$ cat src/rtl/upl_tx_arbiter.sv
// Round-robin, packet-atomic arbiter sharing one UPL transmit channel among NUM_PORTS senders.
// Define UPL_TX_ARB_TIMEOUT_EN to abandon a grant whose owner never starts sending.
module upl_tx_arbiter #(
   parameter int NUM_PORTS     = 2,
   parameter int START_TIMEOUT = 255
) (
   input  logic                    clk,
   input  logic                    reset_n,
   input  logic [NUM_PORTS-1:0]    req_Reqeust,
   output logic [NUM_PORTS-1:0]    req_Ack,
   input  logic [NUM_PORTS-1:0]    req_Enable,
   input  logic [32*NUM_PORTS-1:0] req_Data,
   output logic                    UPLout_Reqeust,
   input  logic                    UPLout_Ack,
   output logic                    UPLout_Enable,
   output logic [31:0]             UPLout_Data
);

   localparam int SEL_W = $clog2(NUM_PORTS);

   typedef enum logic [1:0] {ST_IDLE, ST_REQ, ST_WAIT_EN, ST_PASS} state_t;

   state_t               r_state;
   state_t               w_next;
   logic [SEL_W-1:0]     r_sel;
   logic [SEL_W-1:0]     r_rr;
   logic [SEL_W-1:0]     w_winner;
   logic [SEL_W-1:0]     w_sel_inc;
   logic                 w_any;
   logic                 w_sel_en;
   logic [31:0]          w_sel_data;
   logic [31:0]          w_data_arr [NUM_PORTS];
   logic                 w_timeout;
   logic                 w_upl_req_nxt;
   logic                 w_en_nxt;
   logic                 w_data_ld;
   logic                 w_sel_ld;
   logic                 w_rr_adv;
   logic [NUM_PORTS-1:0] w_ack_nxt;
   logic                 r_upl_req;
   logic [NUM_PORTS-1:0] r_ack;
   logic                 r_en;
   logic [31:0]          r_data;

   if (NUM_PORTS < 2 || NUM_PORTS > 4) begin : g_bad_num_ports
      $error("upl_tx_arbiter: NUM_PORTS must be 2..4");
   end
   if (START_TIMEOUT < 1) begin : g_bad_timeout
      $error("upl_tx_arbiter: START_TIMEOUT must be at least 1");
   end

   for (genvar g = 0; g < NUM_PORTS; g++) begin : g_data_split
      assign w_data_arr[g] = req_Data[32*g +: 32];
   end

   assign w_sel_en   = req_Enable[r_sel];
   assign w_sel_data = w_data_arr[r_sel];
   assign w_sel_inc  = (r_sel == SEL_W'(NUM_PORTS - 1)) ? '0 : r_sel + 1'b1;

   // First active request at or after the rr pointer, wrapping; the port just served sits last.
   always_comb begin
      logic [SEL_W-1:0] idx;
      w_any    = 1'b0;
      w_winner = r_rr;
      for (int i = 0; i < NUM_PORTS; i++) begin
         idx = SEL_W'((int'(r_rr) + i) % NUM_PORTS);
         if (!w_any && req_Reqeust[idx]) begin
            w_any    = 1'b1;
            w_winner = idx;
         end
      end
   end

`ifdef UPL_TX_ARB_TIMEOUT_EN
   localparam int CNT_W = ($clog2(START_TIMEOUT) > 8) ? $clog2(START_TIMEOUT) : 8;

   logic [CNT_W-1:0] r_wait_cnt;

   always_ff @(posedge clk or negedge reset_n) begin
      if (!reset_n)                   r_wait_cnt <= '0;
      else if (r_state != ST_WAIT_EN) r_wait_cnt <= '0;
      else                            r_wait_cnt <= r_wait_cnt + 1'b1;
   end

   assign w_timeout = (r_state == ST_WAIT_EN) && !w_sel_en &&
                      (r_wait_cnt == CNT_W'(START_TIMEOUT - 1));
`else
   assign w_timeout = 1'b0;
`endif

   always_ff @(posedge clk or negedge reset_n) begin
      if (!reset_n) r_state <= ST_IDLE;
      else          r_state <= w_next;
   end

   always_comb begin
      w_next = r_state;
      case (r_state)
         ST_IDLE:    if (w_any)      w_next = ST_REQ;
         ST_REQ:     if (UPLout_Ack) w_next = ST_WAIT_EN;
         ST_WAIT_EN: begin
            if (w_sel_en)       w_next = ST_PASS;
            else if (w_timeout) w_next = ST_IDLE;
         end
         ST_PASS:    if (!w_sel_en)  w_next = ST_IDLE;
         default:    w_next = ST_IDLE;
      endcase
   end

   always_comb begin
      w_upl_req_nxt = 1'b0;
      w_ack_nxt     = '0;
      w_en_nxt      = 1'b0;
      w_data_ld     = 1'b0;
      w_sel_ld      = 1'b0;
      w_rr_adv      = 1'b0;
      case (r_state)
         ST_IDLE: begin
            w_upl_req_nxt = w_any;
            w_sel_ld      = w_any;
         end
         ST_REQ: begin
            w_upl_req_nxt = !UPLout_Ack;
            if (UPLout_Ack) w_ack_nxt[r_sel] = 1'b1;
         end
         ST_WAIT_EN: begin
            w_en_nxt  = w_sel_en;
            w_data_ld = w_sel_en;
            w_rr_adv  = w_timeout;
         end
         ST_PASS: begin
            w_en_nxt  = w_sel_en;
            w_data_ld = w_sel_en;
            w_rr_adv  = !w_sel_en;
         end
         default: ;
      endcase
   end

   // Data keeps its last word while Enable is low so idle cycles cause no toggling.
   always_ff @(posedge clk or negedge reset_n) begin
      if (!reset_n) begin
         r_upl_req <= 1'b0;
         r_ack     <= '0;
         r_en      <= 1'b0;
         r_data    <= '0;
         r_sel     <= '0;
         r_rr      <= '0;
      end else begin
         r_upl_req <= w_upl_req_nxt;
         r_ack     <= w_ack_nxt;
         r_en      <= w_en_nxt;
         if (w_data_ld) r_data <= w_sel_data;
         if (w_sel_ld)  r_sel  <= w_winner;
         if (w_rr_adv)  r_rr   <= w_sel_inc;
      end
   end

   assign UPLout_Reqeust = r_upl_req;
   assign req_Ack        = r_ack;
   assign UPLout_Enable  = r_en;
   assign UPLout_Data    = r_data;

endmodule

$ cat config.mk
export PLATFORM = sky130hd
export DESIGN_NAME = upl_tx_arbiter
export DESIGN_NICKNAME = d
export VERILOG_FILES = /design/src/rtl/upl_tx_arbiter.sv
export SDC_FILE = /design/constraint.sdc
export NUM_CORES = 1
export LEC_CHECK = 0
export ABC_CLOCK_PERIOD_IN_PS = 1450
export BUFFER_PORTS_ARGS = -buffer_cell sky130_fd_sc_hd__buf_2
export CAP_MARGIN = 0
export CORE_ASPECT_RATIO = 1.2
export CORE_MARGIN = 8
export CORE_UTILIZATION = 40
export DETAILED_ROUTE_END_ITERATION = 10
export PLACE_DENSITY = 0.76
export SETUP_SLACK_MARGIN = 0.3
export SYNTH_ARGS = -nofsm -noshare
export SYNTH_HDL_FRONTEND = slang
export SYNTH_SLANG_ARGS = --single-unit
$ cat constraint.sdc
create_clock -name clk -period 1.45 [get_ports clk]
set_clock_uncertainty 0.15 [all_clocks]
set_input_delay 0.2175 -clock clk [delete_from_list [all_inputs] [get_ports clk]]
set_output_delay 0.2175 -clock clk [all_outputs]
set_load 0.05 [all_outputs]
* After elaboration in Yosys (flattened, before gate mapping)
Index checks and enable logic that the tools add are counted.
** Word-level totals
- Register bits after elaboration :: 40
- Latch bits :: 0
- Memory bits (writable) :: 0
- Memory bits (read-only) :: 0
- Input bits :: 71
- Output and inout port bits :: 36
- Word-level logic and storage cells :: 56
- Memories :: 0
** Operators by class
- Add/sub/neg operators :: 2
- Multipliers :: 0
- Div/mod/pow operators :: 0
- Magnitude comparators :: 5
- Eq/ne operators :: 7
- Shift operators :: 0
- Mux-type cells :: 26
- Bitwise logic cells :: 1
- Reduce and logical (&&, ||, !) cells :: 8
** Operator list (count)
- 32-bit 2-to-1 mux :: 3
- 1-bit 2-to-1 mux :: 14
- 2-bit 2-to-1 mux :: 6
- 2-bit inequality test, second input constant :: 4
- 2-bit one-hot mux with 4 select lines :: 1
- 1-bit by 2-bit < comparator with 1-bit output, second input constant :: 3
- 2-bit equality test, second input constant :: 2
- 4-bit AND reduction :: 1
- 1-bit zero test :: 3
- 1-bit adder, second input constant :: 2
- 2-bit by 1-bit equality test with 1-bit output, second input constant :: 1
- 2-bit >= comparator, second input constant :: 1
- 1-bit logical AND :: 2
- 2-bit zero test :: 1
- 1-bit inverter with 2-bit output :: 1
- 1-bit one-hot mux with 2 select lines :: 1
- 2-bit OR reduction :: 1
- 1-bit demux with 1-bit select :: 1
- 1-bit >= comparator, second input constant :: 1

* Longest topological paths before layout
- Depth after elaboration :: 8
- Mapped depth :: 8
- Gate-level depth less buffers :: 6

* Least setup slack after synthesis
No wires, ideal clock.
- Path kind :: flip-flop to flip-flop
- From :: reg r_state[1]
- To :: reg r_state[1]
- Setup time :: 0.125 ns
- Arrival time :: 1.292 ns
- Data required time :: 1.175 ns
- Setup slack :: -0.117 ns
- Cell stages (with the launch flop) :: 7
- Buffers on the path :: 0
- Cell sequence :: dfrtp_1 -> inv_1 -> ha_1 -> inv_1 -> a2bb2oi_1 -> nand3_2 -> mux2_4
** Between the ends
- Word-level cells in the longest chain between the ends :: 3
- Elaborated cells on any way between the ends :: 10
- Classes of those cells :: eq/ne: 7; mux: 1; reduce/logical: 2
** Ends and longest elaborated chain
- from (decl) :: line 23 : state_t r_state;
- from (signal assigned) :: line 93 : else r_state <= w_next;
- 2-bit equality test, or another cell as far along :: line 98 : case (r_state)
- 2-bit inequality test (no source line)
- 4-bit AND reduction (no source line)
Several ways; a longest one is shown, not always the timed one.
A chain may end at the register's enable or synchronous reset.

* Worst setup path after layout
- From :: reg r_state[0]
- To :: reg r_data[7] (netlist: UPLout_Data[7])
** Between the ends
- Word-level cells in the longest chain between the ends :: 3
- Elaborated cells on any way between the ends :: 4
- Classes of those cells :: eq/ne: 2; mux: 1; reduce/logical: 1
** Ends and longest elaborated chain
- 2-bit equality test :: line 117 : case (r_state)
- 2-bit OR reduction (no source line) (*)
- 1-bit 2-to-1 mux (*) :: line 117
- to (signal assigned) :: line 153 : if (w_data_ld) r_data <= w_sel_data;
- to (decl) :: line 43 : logic [31:0] r_data;
Every way passes the cells marked *; elsewhere a longest branch is shown, timed or not.

==> flow_metrics.tcl <==
set metrics [dict create \
    drc 0 \
    cp-startpoint "r_state[0]" \
    power.leakage_nw 1.70 \
    start_kind "flip-flop" \
    dieArea_sq_um 7220 \
    final_area_sq_um 3570 \
    clock-sinks 40 \
    layout-drive-gt1-share_pct 69.8 \
    fin_ws_ns -0.149 \
    pin_count 107 \
    critical_path_class "flip-flop to flip-flop" \
    p_comb_share_pct 71.3 \
    yosys-top-cells-area "dfrtp_1, mux2i_1, a21oi_1" \
    grt_pass1_wl_microns 8910 \
    clk_pin_slew_ns 0.07 \
    vias 1842 \
    max_freq_mhz 625 \
    ys_warn_count 0 \
    power_w 0.00994 \
    synth_area_sq_um 1900 \
    initial_utilization_pct 41.4 \
    drt_wl_total_microns 6440 \
    synthArstFlopShare_pct 100 \
    reg2reg_from "r_state[0]" \
    path_delay_family "buffers and inverters" \
    avgSynthCellArea_sq_um 10.6 \
    internal_power_w 0.00519 \
    num_antenna_cells 0 \
    worstPathRequired_ns 1.51 \
    critPathMaxStageDelay_ns 0.46 \
    status "finished with violations" \
    initialDrtViolationCount 49 \
    relSlewSlack_pct 80.6 \
    cp-end-kind "flip-flop" \
    crit_fanout 8 \
    area_growth_pct 87.9 \
    rsz0062_at_grt "true" \
    firstDrtPassIters 4 \
    ant_nets 0 \
    numCtsBuffers 5 \
    cts_tree "yes" \
    grt_max_degree 41 \
    cts-root-buf "clkbuf_8" \
    track_usage_pct 15.3 \
    ys.flop_type "dfrtp_1" \
    synth.yosys.seq_area_share_pct 52.7 \
    placementRows 27 \
    place_area_sq_um 2630 \
    final.period_utilization_pct 110 \
    path_cells "inv_4 > ha_4 > nor2_4 > nor2_4 > buf_12 > buf_12 > buf_16 > a21oi_2" \
    switching_share_pct 47.8 \
    p_switching_w 0.00475 \
    finalNonFillerCells 382 \
    wl_per_cell_microns 16.8 \
    gp_congestion 0.761 \
    hold_path_class "input port to flip-flop" \
    die_h_microns 91.5 \
    pwr_density_cell_nw_per_um2 2780 \
    maxCapViolCount 0 \
    worst_slew_pin_slew_ns 0.284 \
    violations "negative setup slack" \
    yosysTopAreaCell "dfrtp_1" \
    pwr-share-seq_pct 21.9 \
    h-tree-depth 2 \
    place_hpwl_microns 3890 \
    drv_slew 0 \
    p_clk_share_pct 6.8 \
    nNetsFinal 400 \
    antenna_found_initial 0 \
    globalRoute.totalOverflow 0 \
    grt_pass1_vias 1884 \
    worstPathArrival_ns 1.66 \
    ir_drop_mv 1.47 \
    worstHoldStart "req_Reqeust[1]" \
    slowest_stage "dfrtp_2" \
    synth_edf_count 0 \
    synth_top_area_share_pct 52.7 \
    min_period_ns 1.60 \
    synthCells 179 \
    die_x_microns 78.9 \
    setup_tns_ns -4.03 \
    holdWs_ns 0.0678 \
    synth.distinct_cells 19 \
    coreArea_sq_um 4590 \
    port_buffers 106 \
    syn-num-nets 255 \
    hold_violations 0 \
    vias_per_cell 4.82 \
    placed_cells 343 \
    clk_latency_ns 0.28 \
    cts_buffer_depth 2 \
    finalSetupViolCount 35 \
    ys_seq_elements 40 \
    crit_buf_inv 4 \
]
metal layers:
metal | vias up | wire length, microns | global-route usage, %
met5 | - | 0 | 0
li1 | 897 | - | -
met4 | 0 | 19 | 4.18
met3 | 2 | 475 | 5.62
met2 | 60 | 3550 | 27.3
met1 | 883 | 2390 | 16.3
cell families (layout without fill, tap and decap cells):
group / count (synthesis) / in the layout / synth area share (%)
and+or+nand+nor: 43 / 43 / 9.22
AOI/OAI and AO/OA: 41 / 41 / 11.3
buffers and inverters: 16 / 161 / 5.20
adders and majority gates: 5 / 5 / 3.29
DFF: 40 / 40 / 52.7
muxes: 34 / 34 / 18.4
tightest hold or removal path, stage by stage:
cell,delay (ns)
buf_2,0.12
nand2_1,0.05
a31oi_1,0.07
synthesized netlist by cell type (3+ instances only):
cell type and number:
buf_6 4, buf_2 7, ha_1 5, o21ai_0 4, mux2i_1 32, nand2_1 3
dfrtp_1 40, inv_1 5, nor2_1 36, a21oi_1 34
final timing paths:
| kind | end | slack, ns | depth (start not counted) |
|---|---|---|---|
| setup / recovery | UPLout_Data[7] | -0.15 | 8 |
| hold / removal | r_sel | 0.07 | 3 |
| setup reg to reg | UPLout_Data[7] | -0.15 | 8 |
| hold reg to reg | UPLout_Data[1] | 0.39 | 2 |
| max in group asynchronous | r_state[1] | 0.65 | 3 |
| min in group asynchronous | UPLout_Data[25] | 0.29 | 3 |
placed cells by master (no fill, tap or decap), drive strengths merged:
cell type,synthesis,layout
clkbuf,0,8
dlygate4sd3,0,2
clkinv,0,1
nor2,37,37
mux2,1,1
ha,5,5
and3,1,1
a21oi,34,34
dfrtp,40,40
a31oi,1,1
a2bb2oi,1,1
inv,5,5
mux2i,33,33
nand3,1,1
nand2b,1,1
o21ai,4,4
nand2,3,3
a32oi,1,1
buf,11,145
power by group through the flow:
| stage | registers, W | logic [W] | clock network, W |
|---|---|---|---|
| finish | 0.00218 | 0.00709 | 0.000672 |
| global route | 0.00224 | 0.00746 | 0.000743 |
| CTS | 0.00209 | 0.00595 | 0.000699 |
| detailed placement | 0.00198 | 0.00468 | 0 |
| global placement | 0.00194 | 0.00458 | 0 |
| floorplan | 0.00361 | 0.00198 | 0 |
final cells by class:
class                           instances  area (sq um)
Clock buffer                            6          72.6
Multi-Input combinational cell        123          1170
Inverter                                5          23.8
Clock inverter                          1          5.00
Timing Repair Buffer                  149          1220
Sequential cell                        40          1000
Tap cell                               58          72.6
Fill cell                             292          1020
repair_timing:
action / 4_1_cts / 5_1_grt
endpoints found under the hold margin: 41 / 0
cloned: 2 / 2
gates resized for setup: 99 / 52
hold buffers: 2 / 0
pin swaps: 1 / 9
endpoints found under the setup margin: 76 / 76
setup buffers: 10 / 16
flip-flops by register name (all words and copies together), names as in the netlist:
signal and cells:
UPLout_Data 32, UPLout_Enable 1, UPLout_Reqeust 1, r_rr 1
r_sel 1, r_state 2, req_Ack 2
through the flow:
stage	utilization, %	setup slack, ns
floorplan	-	-0.0600
global placement	57.3	-0.0877
detailed placement	57.3	-0.143
CTS	69.2	-0.0991
global route	77.7	-0.206
finish	77.7	-0.149
(Power assumes the default switching activity.)
